==> src/rtl/aska_pulse_monitor.sv <==
// aska_pulse_monitor: watches the H-bridge switch controls and DAC code, measures
// each biphasic pulse (phase lengths, gap, charge, period) and flags malformed pulses.
module aska_pulse_monitor (
   input  logic        clk,
   input  logic        resetn,
   input  logic        enable,
   input  logic [2:0]  up_switches,
   input  logic [2:0]  down_switches,
   input  logic [5:0]  DAC,
   input  logic [3:0]  phase_limit,
   input  logic        clear_faults,
   output logic        pulse_valid,
   output logic [3:0]  pos_len,
   output logic [3:0]  neg_len,
   output logic [3:0]  gap_len,
   output logic [9:0]  pos_charge,
   output logic [9:0]  neg_charge,
   output logic [12:0] last_period,
   output logic        period_valid,
   output logic [15:0] pulse_count,
   output logic        fault_short,
   output logic        fault_polarity,
   output logic        fault_missing_neg,
   output logic        fault_imbalance,
   output logic        fault_overlong,
   output logic        any_fault
);

   localparam int unsigned SW_W  = 3;
   localparam int unsigned DAC_W = 6;
   localparam int unsigned LEN_W = 4;
   localparam int unsigned CHG_W = 10;
   localparam int unsigned SUM_W = CHG_W + 1;
   localparam int unsigned PER_W = 13;
   localparam int unsigned CNT_W = 16;
   localparam int unsigned NFLT  = 5;

   // Bit positions inside the sticky fault vector
   localparam int unsigned F_SHORT = 0;
   localparam int unsigned F_POL   = 1;
   localparam int unsigned F_MISS  = 2;
   localparam int unsigned F_IMB   = 3;
   localparam int unsigned F_OVER  = 4;

   typedef enum logic [1:0] {
      ST_IDLE = 2'd0,
      ST_POS  = 2'd1,
      ST_GAP  = 2'd2,
      ST_NEG  = 2'd3
   } state_t;

   state_t state_q;
   state_t state_d;

   // Captured switch patterns of the first phase
   logic [SW_W-1:0]  p_q;
   logic [SW_W-1:0]  n_q;

   // In-flight measurement
   logic [LEN_W-1:0] pos_len_cnt;
   logic [LEN_W-1:0] neg_len_cnt;
   logic [LEN_W-1:0] gap_cnt;
   logic [CHG_W-1:0] pos_acc;
   logic [CHG_W-1:0] neg_acc;

   // Period tracking
   logic [PER_W-1:0] period_cnt;
   logic             period_seen;

   // Sticky faults
   logic [NFLT-1:0]  fault_q;
   logic [NFLT-1:0]  fault_set_c;
   logic [NFLT-1:0]  fault_d_c;

   // Decoded input patterns
   logic active_c;
   logic idle_pat_c;
   logic match_pn_c;
   logic match_np_c;

   // FSM control strobes
   logic start_c;
   logic pos_step_c;
   logic pos_to_gap_c;
   logic enter_neg_c;
   logic gap_clr_c;
   logic gap_step_c;
   logic neg_step_c;
   logic publish_c;
   logic set_polarity_c;
   logic set_missing_c;

   // Saturating phase-length increment
   function automatic logic [LEN_W-1:0] len_inc(input logic [LEN_W-1:0] v);
      return (v == '1) ? v : v + LEN_W'(1);
   endfunction

   // Saturating charge accumulation
   function automatic logic [CHG_W-1:0] acc_add(input logic [CHG_W-1:0] acc,
                                                input logic [DAC_W-1:0] dac);
      logic [SUM_W-1:0] sum;
      sum = SUM_W'(acc) + SUM_W'(dac);
      return sum[CHG_W] ? '1 : sum[CHG_W-1:0];
   endfunction

   // Pattern decode against the captured first-phase polarity
   always_comb begin
      active_c   = |up_switches;
      idle_pat_c = (up_switches == '0) && (down_switches == '0);
      match_pn_c = (up_switches == p_q) && (down_switches == n_q);
      match_np_c = (up_switches == n_q) && (down_switches == p_q);
   end

   // State register
   always_ff @(posedge clk or negedge resetn) begin
      if (!resetn) state_q <= ST_IDLE;
      else         state_q <= state_d;
   end

   // Next-state and control strobes; pattern priority is (P,N), idle, (N,P)
   always_comb begin
      state_d        = state_q;
      start_c        = 1'b0;
      pos_step_c     = 1'b0;
      pos_to_gap_c   = 1'b0;
      enter_neg_c    = 1'b0;
      gap_clr_c      = 1'b0;
      gap_step_c     = 1'b0;
      neg_step_c     = 1'b0;
      publish_c      = 1'b0;
      set_polarity_c = 1'b0;
      set_missing_c  = 1'b0;
      if (!enable) begin
         state_d = ST_IDLE;
      end else begin
         case (state_q)
            ST_IDLE: begin
               if (active_c) begin
                  start_c = 1'b1;
                  state_d = ST_POS;
               end
            end
            ST_POS: begin
               if (match_pn_c) begin
                  pos_step_c = 1'b1;
               end else if (idle_pat_c) begin
                  pos_to_gap_c = 1'b1;
                  state_d      = ST_GAP;
               end else if (match_np_c) begin
                  enter_neg_c = 1'b1;
                  gap_clr_c   = 1'b1;
                  state_d     = ST_NEG;
               end else begin
                  set_polarity_c = 1'b1;
                  state_d        = ST_IDLE;
               end
            end
            ST_GAP: begin
               if (idle_pat_c) begin
                  if (gap_cnt == '1) begin
                     set_missing_c = 1'b1;
                     state_d       = ST_IDLE;
                  end else begin
                     gap_step_c = 1'b1;
                  end
               end else if (match_np_c) begin
                  enter_neg_c = 1'b1;
                  state_d     = ST_NEG;
               end else begin
                  set_polarity_c = 1'b1;
                  state_d        = ST_IDLE;
               end
            end
            ST_NEG: begin
               if (match_np_c) begin
                  neg_step_c = 1'b1;
               end else if (idle_pat_c) begin
                  publish_c = 1'b1;
                  state_d   = ST_IDLE;
               end else begin
                  set_polarity_c = 1'b1;
                  state_d        = ST_IDLE;
               end
            end
            default: state_d = ST_IDLE;
         endcase
      end
   end

   // In-flight pulse measurement: polarity capture, lengths, gap and charge
   always_ff @(posedge clk or negedge resetn) begin
      if (!resetn) begin
         p_q         <= '0;
         n_q         <= '0;
         pos_len_cnt <= '0;
         neg_len_cnt <= '0;
         gap_cnt     <= '0;
         pos_acc     <= '0;
         neg_acc     <= '0;
      end else begin
         if (start_c) begin
            p_q         <= up_switches;
            n_q         <= down_switches;
            pos_len_cnt <= LEN_W'(1);
            pos_acc     <= CHG_W'(DAC);
         end else if (pos_step_c) begin
            pos_len_cnt <= len_inc(pos_len_cnt);
            pos_acc     <= acc_add(pos_acc, DAC);
         end
         if (pos_to_gap_c)    gap_cnt <= LEN_W'(1);
         else if (gap_clr_c)  gap_cnt <= '0;
         else if (gap_step_c) gap_cnt <= gap_cnt + LEN_W'(1);
         if (enter_neg_c) begin
            neg_len_cnt <= LEN_W'(1);
            neg_acc     <= CHG_W'(DAC);
         end else if (neg_step_c) begin
            neg_len_cnt <= len_inc(neg_len_cnt);
            neg_acc     <= acc_add(neg_acc, DAC);
         end
      end
   end

   // Published measurement, one-cycle strobe and wrapping pulse counter
   always_ff @(posedge clk or negedge resetn) begin
      if (!resetn) begin
         pulse_valid <= 1'b0;
         pos_len     <= '0;
         neg_len     <= '0;
         gap_len     <= '0;
         pos_charge  <= '0;
         neg_charge  <= '0;
         pulse_count <= '0;
      end else begin
         pulse_valid <= publish_c;
         if (publish_c) begin
            pos_len     <= pos_len_cnt;
            neg_len     <= neg_len_cnt;
            gap_len     <= gap_cnt;
            pos_charge  <= pos_acc;
            neg_charge  <= neg_acc;
            pulse_count <= pulse_count + CNT_W'(1);
         end
      end
   end

   // Start-to-start period measurement; disabling forgets the previous start
   always_ff @(posedge clk or negedge resetn) begin
      if (!resetn) begin
         period_cnt   <= '0;
         period_seen  <= 1'b0;
         last_period  <= '0;
         period_valid <= 1'b0;
      end else begin
         if (start_c)                 period_cnt <= PER_W'(1);
         else if (period_cnt != '1)   period_cnt <= period_cnt + PER_W'(1);
         if (!enable)      period_seen <= 1'b0;
         else if (start_c) period_seen <= 1'b1;
         if (start_c && period_seen) begin
            last_period  <= period_cnt;
            period_valid <= 1'b1;
         end
      end
   end

   // Fault set conditions; a set in the same cycle as a clear wins
   always_comb begin
      fault_set_c          = '0;
      fault_set_c[F_SHORT] = enable && ((up_switches & down_switches) != '0);
      fault_set_c[F_POL]   = set_polarity_c;
      fault_set_c[F_MISS]  = set_missing_c;
      fault_set_c[F_IMB]   = publish_c &&
                             ((pos_acc != neg_acc) || (pos_len_cnt != neg_len_cnt));
      fault_set_c[F_OVER]  = publish_c &&
                             ((pos_len_cnt > phase_limit) || (neg_len_cnt > phase_limit));
      fault_d_c            = fault_set_c | (fault_q & ~{NFLT{clear_faults}});
   end

   // Sticky fault register and its summary flag
   always_ff @(posedge clk or negedge resetn) begin
      if (!resetn) begin
         fault_q   <= '0;
         any_fault <= 1'b0;
      end else begin
         fault_q   <= fault_d_c;
         any_fault <= |fault_d_c;
      end
   end

   assign fault_short       = fault_q[F_SHORT];
   assign fault_polarity    = fault_q[F_POL];
   assign fault_missing_neg = fault_q[F_MISS];
   assign fault_imbalance   = fault_q[F_IMB];
   assign fault_overlong    = fault_q[F_OVER];

endmodule

==> config.mk <==
export PLATFORM = sky130hd
export DESIGN_NAME = aska_pulse_monitor
export DESIGN_NICKNAME = d
export VERILOG_FILES = /design/src/rtl/aska_pulse_monitor.sv
export SDC_FILE = /design/constraint.sdc
export NUM_CORES = 1
export LEC_CHECK = 0
export BUFFER_PORTS_ARGS = -buffer_cell sky130_fd_sc_hd__buf_2
export CORE_UTILIZATION = 31
export DETAILED_ROUTE_END_ITERATION = 8
export PLACE_DENSITY = 0.49
export SYNTH_ARGS = -nofsm -noshare
export SYNTH_HDL_FRONTEND = slang
export SYNTH_SLANG_ARGS = --single-unit
==> constraint.sdc <==
create_clock -name clk -period 2.85 [get_ports clk]
set_input_delay 0 -clock clk [delete_from_list [all_inputs] [get_ports clk]]
set_output_delay 0 -clock clk [all_outputs]
set_load 0.02 [all_outputs]
==> flow_summary_export.csv <==
group,metric,value,unit
status,status,"complete, no violations",
clock_network,root_buffer,"clkbuf_16",
yosys,async_flop_share,1.00,
worst_setup_path,crit_top_cell,"a21oi_1",
timing,hold_viol,0,
floorplan,die_area,20800,um2
floorplan,start_util,0.319,
yosys,synthFlopType,"dfrtp_1",
drt,ant_nets,0,
worst_setup_path,crit_arrival,2.74,ns
yosys,yosys.cell_types.count,52,
timing,worst_pin_slew,0.653,ns
drt,drt-total-wl,14800,um
drt,drt_first_pass_iters,4,
clock_network,cts_buffers,17,
global_route,antenna_found_initial,0,
timing,finalClockSkew,0.00723,ns
yosys,synth_edf_count,0,
worst_setup_path,reg2reg_from,"neg_acc[0]",
timing,post-route-min-period,2.48,ns
place,dpl_cell_area,7040,um2
floorplan,rows,51,
clock_network,clock_latency,0.41,ns
drt,routedWlPerCell,14.4,um
global_route,grt.total_usage,0.154,
place,dp.cells,979,
place,pre_cts_slack,0.406,ns
drt,drt_iter0_markers,252,
yosys,synth-compound-area-share,0.106,
timing,fin_ws,0.370,ns
finish,diodes,0,
timing,rsz0062_at_grt,"no",
worst_hold_path,hold_path.class,"primary input to asynchronous set/reset pin",
worst_setup_path,required,3.11,ns
finish,stdcell_area,7800,um2
worst_setup_path,cp_slowest_cell,"fa_1",
finish,nets,800,
timing,max_freq,0.403,GHz
yosys,synth_top_family_by_area,"simple AND/OR/NAND/NOR gates",
worst_setup_path,worst_setup_path_start_kind,"flip-flop",
worst_setup_path,worstSetupEndpointType,"flip-flop",
drt,vias_per_cell,4.89,
clock_network,cts_tree,"done",
worst_setup_path,worstPathMaxFanout,7,
global_route,grt_overflow,0,
timing,setup_tns,0,ns
finish,drive_above_1_share,0.197,
finish,seq_area,3080,um2
clock_network,clock_path_buffers,2,
global_route,grt_pass1_vias,4912,
floorplan,die_x,144,um
worst_setup_path,criticalPathCategory,"flip-flop to flip-flop",
worst_setup_path,path_cells,"ha_1 -> fa_1 -> a211oi_1 -> o21bai_1 -> a21oi_1 -> o21ai_1 -> o31ai_1 -> a21oi_1",
clock_network,clk_pin_slew,0.06,ns
worst_setup_path,critPathMaxStageDelay,0.43,ns
place,gp_congestion,0.915,
global_route,grt_max_degree,60,
timing,drv_slew,0,
drt,drc_errors,0,
finish,final_cells,1026,
job,drv_cap,0,
yosys,avgSynthCellArea,9.79,um2
yosys,syn-num-nets,693,
floorplan,ioPinCount,89,
clock_network,cts-htree-levels,4,
power,power_density,612,nW/um2
floorplan,core_area,19700,um2
finish,syn_to_final_growth,24.4,%
yosys,syn-cell-area,6270,um2
finish,fill_cells,2015,
yosys,syn-instance-count,641,
yosys,synthAdderAreaFrac,0.0662,
power,p_leak,3.93,nW
clock_network,cts_sinks,123,
yosys,ys_ff_latch,123,
worst_setup_path,startpoint,"neg_acc[0]",
power,ir_worst_vdd,389,uV
drt,num_vias,5015,
yosys,yosys.area_share.xor_xnor,0.0824,
place,hpwl,10800,um
yosys,synthMuxAreaShare,0.0313,
finish,multi_input_area,3040,um2
place,port_buffers,88,
timing,setup_viol,0,
global_route,grt_pass1_wl,24700,um
floorplan,die_h,144,um
timing,slew_headroom,0.565,
timing,finalCritPeriodShare,0.870,
yosys,yosys.area_share.simple,0.196,
yosys,ys.warnings.count,0,
finish,utilization,0.397,
yosys,seq_area_frac_synth,0.491,
==> final cells by class <==
| cell class | instances | area share |
|---|---|---|
| Sequential cell | 123 | 0.394 |
| Inverter | 20 | 0.00962 |
| Clock buffer | 19 | 0.0580 |
| Clock inverter | 13 | 0.0212 |
| Timing Repair Buffer | 111 | 0.0853 |
| Tap cell | 265 | 0.0425 |
| Multi-Input combinational cell | 475 | 0.389 |
==> cells in the mapped netlist, types with 3 or more instances <==
| master | n | area [um2] |
|---|---|---|
| a21o_1 | 4 | 30.0 |
| nor3_1 | 13 | 65.1 |
| nand3_1 | 18 | 90.1 |
| ha_1 | 30 | 375 |
| dfrtp_1 | 123 | 3080 |
| a31oi_1 | 5 | 31.3 |
| o22ai_1 | 16 | 100 |
| a21oi_1 | 18 | 90.1 |
| o21a_1 | 4 | 30.0 |
| clkbuf_1 | 12 | 45.0 |
| o21ai_0 | 30 | 150 |
| a211oi_1 | 8 | 60.1 |
| mux2i_1 | 5 | 50.1 |
| xor2_1 | 24 | 210 |
| buf_2 | 11 | 55.1 |
| nand2_1 | 139 | 522 |
| nor2_1 | 31 | 116 |
| inv_1 | 19 | 71.3 |
| and4_1 | 3 | 26.3 |
| nor2b_1 | 3 | 18.8 |
| nand4_1 | 20 | 125 |
| nand2b_1 | 3 | 18.8 |
| or3_1 | 4 | 25.0 |
| and3_1 | 10 | 62.6 |
| and2_1 | 3 | 18.8 |
| mux2_2 | 13 | 146 |
| a32o_1 | 3 | 30.0 |
| xnor2_1 | 35 | 307 |
==> cell usage in the layout, fill, tap and decap left out, drive strengths merged, types with 8 or more instances in the layout <==
cell type	n
nand2	139
dfrtp	123
buf	96
xnor2	35
o21ai	32
nor2	32
ha	30
xor2	24
nand4	22
inv	22
clkbuf	19
nand3	18
a21oi	18
o22ai	16
dlygate4sd3	15
nor3	14
mux2	13
and3	10
a211oi	8
==> per-layer routing <==
| layer | global-route usage | vias to the layer above | wire length [um] |
|---|---|---|---|
| met1 | 0.203 | 2427 | 7100 |
| li1 | - | 2455 | - |
| met3 | 0.0434 | 21 | 823 |
| met2 | 0.234 | 112 | 6520 |
| met5 | 0 | - | 0 |
| met4 | 0.0704 | 0 | 334 |
==> critical path, delay by kind of cell, from the launching register on <==
| family | cells | cell delay [ns] |
|---|---|---|
| compound gates | 6 | 1.22 |
| fa+ha+maj | 2 | 0.67 |
| flops | 1 | 0.42 |
==> path summary, 6_finish.rpt <==
| check | slack [ns] | end | cells past startpoint |
|---|---|---|---|
| setup / recovery | 0.37 | neg_acc[7] | 8 |
| hold / removal | 0.1 | neg_charge[2] | 2 |
| setup reg to reg | 0.37 | neg_acc[7] | 8 |
| hold reg to reg | 0.47 | neg_charge[1] | 2 |
| max in group asynchronous | 1.97 | pos_charge[8] | 3 |
| min in group clk | 0.34 | fault_q[4] | 5 |
==> repair_timing <==
item,CTS,global route
resized for setup,0,0
endpoints found under the hold margin,58,0
setup endpoints to repair,0,0
hold buffers,15,0
buffers inserted,0,0
==> flip-flops by register name (all words and copies together) (netlist names), 5 cells and up <==
register / flops
pos_charge: 10
last_period: 13
neg_acc: 10
period_cnt: 13
pulse_count: 16
pos_acc: 10
neg_charge: 10
fault_q: 5
==> metrics by stage <==
stage                     hold WS (ns)  power [mW]
after floorplan                 -0.296        2.36
after global placement         0.00326        2.55
after detailed placement       0.00965        2.57
after CTS                        0.109        4.85
after global routing             0.135        5.02
final                           0.0962        4.78
==> where the power goes <==
part	internal (mW)	switching, mW	leakage (nW)	total (mW)
clock	1.43	0.804	0.304	2.23
combinational	0.261	0.337	1.96	0.598
sequential	1.85	0.103	1.66	1.95
==> logic make-up (layout without fill, tap and decap cells) <==
group	Yosys count	after routing
buf+inv	43	163
mux	18	18
compound gates	105	105
fa+ha+maj	32	32
flops	123	123
xor+xnor	59	59
simple gates	261	261
Note: power is estimated with default switching activity, not from simulation.
